## src/rtl/quadrature_mixer_dump.sv

```systemverilog
// quadrature_mixer_dump: mixes signed samples with 1-bit I/Q LO phases, integrates DECIM accepted samples, dumps sums
module quadrature_mixer_dump #(
  parameter int DATA_W = 16,
  parameter int DECIM  = 16
) (
  input  logic                                      clk,
  input  logic                                      rst,
  input  logic                                      lo_i,
  input  logic                                      lo_q,
  input  logic signed [DATA_W-1:0]                  din,
  input  logic                                      din_valid,
  input  logic                                      clear,
  output logic signed [DATA_W+$clog2(DECIM):0]      i_out,
  output logic signed [DATA_W+$clog2(DECIM):0]      q_out,
  output logic                                      out_valid
);
  localparam int CNT_W = $clog2(DECIM);
  localparam int ACC_W = DATA_W + CNT_W + 1;
  logic signed [DATA_W:0]  din_x;
  logic signed [ACC_W-1:0] term_i, term_q, sum_i, sum_q;
  logic signed [ACC_W-1:0] acc_i_d, acc_i_q, acc_q_d, acc_q_q;
  logic signed [ACC_W-1:0] i_out_d, i_out_q, q_out_d, q_out_q;
  logic [CNT_W-1:0]        count_d, count_q;
  logic                    out_valid_d, out_valid_q;
  logic                    dump;
  // widen before negating so -(-2^(DATA_W-1)) is representable; clear wins over a dump-cycle sample
  always_comb begin
    din_x       = {din[DATA_W-1], din};
    term_i      = ACC_W'(lo_i ? din_x : -din_x);
    term_q      = ACC_W'(lo_q ? din_x : -din_x);
    sum_i       = acc_i_q + term_i;
    sum_q       = acc_q_q + term_q;
    dump        = din_valid && !clear && (count_q == CNT_W'(DECIM - 1));
    acc_i_d     = (clear || dump) ? '0 : din_valid ? sum_i : acc_i_q;
    acc_q_d     = (clear || dump) ? '0 : din_valid ? sum_q : acc_q_q;
    count_d     = (clear || dump) ? '0 : din_valid ? count_q + 1'b1 : count_q;
    i_out_d     = dump ? sum_i : i_out_q;
    q_out_d     = dump ? sum_q : q_out_q;
    out_valid_d = dump;
  end
  // state registers; reset discards partial window and published sums at once
  always_ff @(posedge clk or negedge rst) begin
    if (!rst) begin
      acc_i_q     <= '0;
      acc_q_q     <= '0;
      count_q     <= '0;
      i_out_q     <= '0;
      q_out_q     <= '0;
      out_valid_q <= 1'b0;
    end else begin
      acc_i_q     <= acc_i_d;
      acc_q_q     <= acc_q_d;
      count_q     <= count_d;
      i_out_q     <= i_out_d;
      q_out_q     <= q_out_d;
      out_valid_q <= out_valid_d;
    end
  end
  assign i_out     = i_out_q;
  assign q_out     = q_out_q;
  assign out_valid = out_valid_q;
endmodule

```

## config.mk

```make
export PLATFORM = sky130hd
export DESIGN_NAME = quadrature_mixer_dump
export DESIGN_NICKNAME = d
export VERILOG_FILES = /design/src/rtl/quadrature_mixer_dump.sv
export SDC_FILE = /design/constraint.sdc
export NUM_CORES = 1
export LEC_CHECK = 0
export CAP_MARGIN = 40
export CORE_MARGIN = 2
export CORE_UTILIZATION = 50
export DETAILED_ROUTE_END_ITERATION = 8
export PLACE_DENSITY = 0.72
export SLEW_MARGIN = 20
export SYNTH_ARGS = -nofsm -noshare
export SYNTH_HDL_FRONTEND = slang
export SYNTH_SLANG_ARGS = --single-unit
```

## constraint.sdc

```tcl
create_clock -name clk -period 3.05 [get_ports clk]
set_input_delay 0.915 -clock clk [delete_from_list [all_inputs] [get_ports clk]]
set_output_delay 0.915 -clock clk [all_outputs]
set_load 0.01 [all_outputs]
```

==> summary.md <==
| Metric | Value |
|---|---|
| Status | `finished, violations left` |
| Failing checks | `setup timing` |
| # nets final | `about 990` |
| Setup crit start kind | `input pin` |
| Lkg Pwr | `4.66 nW` |
| Synth area leader | `dfrtp_1` |
| Setup Skew | `7.76 ps` |
| Synth async-reset ratio | `1.00` |
| Clk Latency, worst-skew pair | `360 ps` |
| Routed WL per cell | `21.0 um` |
| Cell with the most instances after synthesis | `nand2_1` |
| Vias per Instance | `6.13` |
| Worst path top cell family by delay | `simple AND/OR/NAND/NOR gates` |
| H-Tree Depth | `3` |
| Final hold slack | `409 ps` |
| CTS root buffer | `clkbuf_16` |
| Routed WL | `22,400 um` |
| RePlAce Congestion | `0.912` |
| Flops & latches, synth | `89` |
| Wire length on met3 | `approximately 1500 um` |
| Metal2 WL | `11,400 um` |
| Yosys Warn Count | `0` |
| Largest net degree at the start of global routing | `53` |
| Antenna cells | `0` |
| Die width | `roughly 110 um` |
| # DRC | `0` |
| Vias in the first global route | `6,318` |
| Hold crit path type | `input pin to asynchronous set/reset pin` |
| Post-synth EDFFs | `0` |
| Worst VDD drop | `0.000376 V` |
| Crit share post-route | `1.33` |
| Final setup vio count | `56` |
| PortBufs | `64` |
| Pre-CTS setup slack | `-1600 ps` |
| Post-Syn Instances | `668` |
| F_max | `0.246 GHz` |
| Avg Cell Area, Syn | `approximately 9 sq um` |
| Routed Antenna Nets | `0` |
| Finished Layout Cells | `1,067` |
| Levels on crit path | `18` |
| Most area-consuming cells after synthesis | `dfrtp_1, ha_1, nand2_1` |
| Depth of the most critical reg-to-reg path | `11` |
| Initial antenna violation count | `0` |
| Total core area | `11,600 sq um` |
| Remaining global-route overflow | `0` |
| DRT Pass-1 Iters | `5` |
| Post-CTS Hold Buffers | `0` |
| P&R area growth vs syn | `63.7%` |
| Sequential element share of the synthesized area | `0.372` |
| WP data required | `3300 ps` |
| DP HPWL | `between 10,000 and 15,000 um` |
| DRT iter0 DRCs | `just over 600` |
| Power per cell area | `593 nW/um^2` |
| Critical path's largest stage delay | `between 400 and 500 ps` |
| Final worst slack | `-1010 ps` |
| First-pass GRT wire length | `30,800 um` |
| Critical path class | `input pin to register` |
| Die ar. | `12,900 sq um` |
| Top_reg_cell synth | `dfrtp_1` |
| Clock transition at the registers of the reported paths | `70 ps` |
| Slew @ Worst Pin | `553 ps` |
| Placement Rows | `39` |
| Final Hold Vio Count | `0` |
| Synth top area share | `0.372` |
| Post-synth cell types | `60` |
| Routed vias | `6,544` |
| Worst Path Max Fanout | `4` |
| Syn Nets | `between 700 and 800` |
| Final slew viol count | `0` |
| Post-synth top cells | `nand2_1, dfrtp_1, ha_1, nor2_1, a21oi_1` |
| CP endpoint kind | `register` |
| Max_cap viols | `0` |
| GR Util All Layers | `0.300` |
| Placed insts | `between 900 and 1,000` |
| Buf/Inv on CP | `4` |
| # IOs | `65` |
| Metal-1 WL | `~8500 um` |
| Chip height | `113 um` |
| Arrival time worst endpoint | `4300 ps` |
| CTS Buffer Depth | `2` |
| Starting density of the core | `0.518` |
| Max-slew headroom | `0.631` |
| Worst-path cell chain | `buf_8, nor3_4, nand2b_4, or4_4, nor3b_4, buf_4, a21oi_2, xor2_2, ha_4, buf_6, nand4_1, nor2_1, nand3_1, o21bai_1, xor2_1, buf_4, o22ai_1, a22o_1` |
| Clk sinks | `89` |
| Most used cell, CP | `buf_4` |
| CTS Buf Count | `9` |
| Max layer used | `met4` |
| Final Critical Period | `a little over 4000 ps` |
| Mapped cell area | `about 6000 sq um` |
| Layout cells sized above 1 | `0.439` |
| Slowest-stage cell, CP | `or4_4` |
| Unrepaired setup endpoints after global routing | `true` |
| CTS tree | `built` |
state kept, by name (all words and copies together), names as in the netlist:
name,count
acc_i_q,21
acc_q_q,21
count_q,4
i_out,21
out_valid,1
q_out,21
cells by family after synthesis:
family / count (synthesis) / share of synthesized area
compound gates: 179 / 0.197
flops: 89 / 0.372
simple gates: 232 / 0.180
mux: 12 / 0.0224
fa+ha+maj: 52 / 0.111
xor+xnor: 63 / 0.0922
buf+inv: 41 / 0.0259
layout by cell type, fill, tap and decap left out, types with 7 or more instances in the layout:
| cell | instances |
|---|---|
| a21oi_1 | 26 |
| xnor2_2 | 10 |
| o21ai_2 | 13 |
| a22o_1 | 33 |
| nand4_1 | 12 |
| ha_4 | 14 |
| o21ai_1 | 15 |
| xor2_2 | 7 |
| buf_6 | 30 |
| buf_4 | 175 |
| a21o_1 | 13 |
| clkbuf_16 | 9 |
| nor2_1 | 34 |
| nand2_2 | 9 |
| nor2_2 | 14 |
| dfrtp_1 | 89 |
| ha_1 | 30 |
| a21oi_2 | 16 |
| nand2_1 | 110 |
| mux2_4 | 7 |
| xnor2_1 | 11 |
| clkdlybuf4s50_1 | 52 |
| xor2_1 | 30 |
| o21ai_0 | 13 |
final cells by class:
type	instances	area (sq um)
Clock inverter	4	32.5
Multi-Input combinational cell	538	4730
Inverter	12	62.6
Timing Repair Buffer	269	2310
Fill cell	575	1760
Tap cell	143	179
Clock buffer	12	267
Sequential cell	89	2230
layer usage:
metal  GRT usage  up-vias
li1            -     2864
met1       0.373     3252
met2       0.529      336
met3      0.0404       92
met4       0.119        0
met5           0        -
power by group:
group / switching (mW) / total [mW] / internal [mW]
Sequential: 0.125 / 1.42 / 1.30
Clock: 0.510 / 1.14 / 0.626
Combinational: 1.61 / 3.26 / 1.65
metrics by stage:
stage          utilization  TNS, ps  power (mW)  instance area, sq um
5_1_grt              0.847   -38140        6.04                  9800
3_3_place_gp         0.696   -73000        3.49                  8050
4_1_cts              0.787   -31590        5.18                  9100
3_5_place_dp         0.696   -77250        3.56                  8050
2_1_floorplan            -   -18490        2.66                  6200
6_report             0.847   -32890        5.82                  9800
repair_timing:
item | 4_1_cts | 5_1_grt
resized for setup | 137 | 119
setup endpoints to repair | 68 | 63
buffers inserted | 38 | 22
pin swaps | 88 | 86
worst register-to-register path, stage by stage, from the launching register on:
cell and delay, ps:
dfrtp_1 390, ha_1 220, fa_1 420, a21oi_1 210, o211ai_1 170, a221oi_2 250, buf_4 170, a31oi_4 140
nor4b_4 390, a211oi_4 90, or3_1 380, o21ai_1 90
worst paths after layout:
path                                     to  slack, ps  startpoint
worst min register to register     i_out[3]        480    i_out[3]
worst max-delay path            acc_q_q[20]      -1010      din[1]
worst min-delay path            acc_i_q[11]        410         rst
max in group asynchronous          q_out[9]       2070         rst
min in group clk                   i_out[3]        480    i_out[3]
worst max register to register  acc_i_q[20]         50  acc_i_q[0]
(Power assumes the default switching activity.)
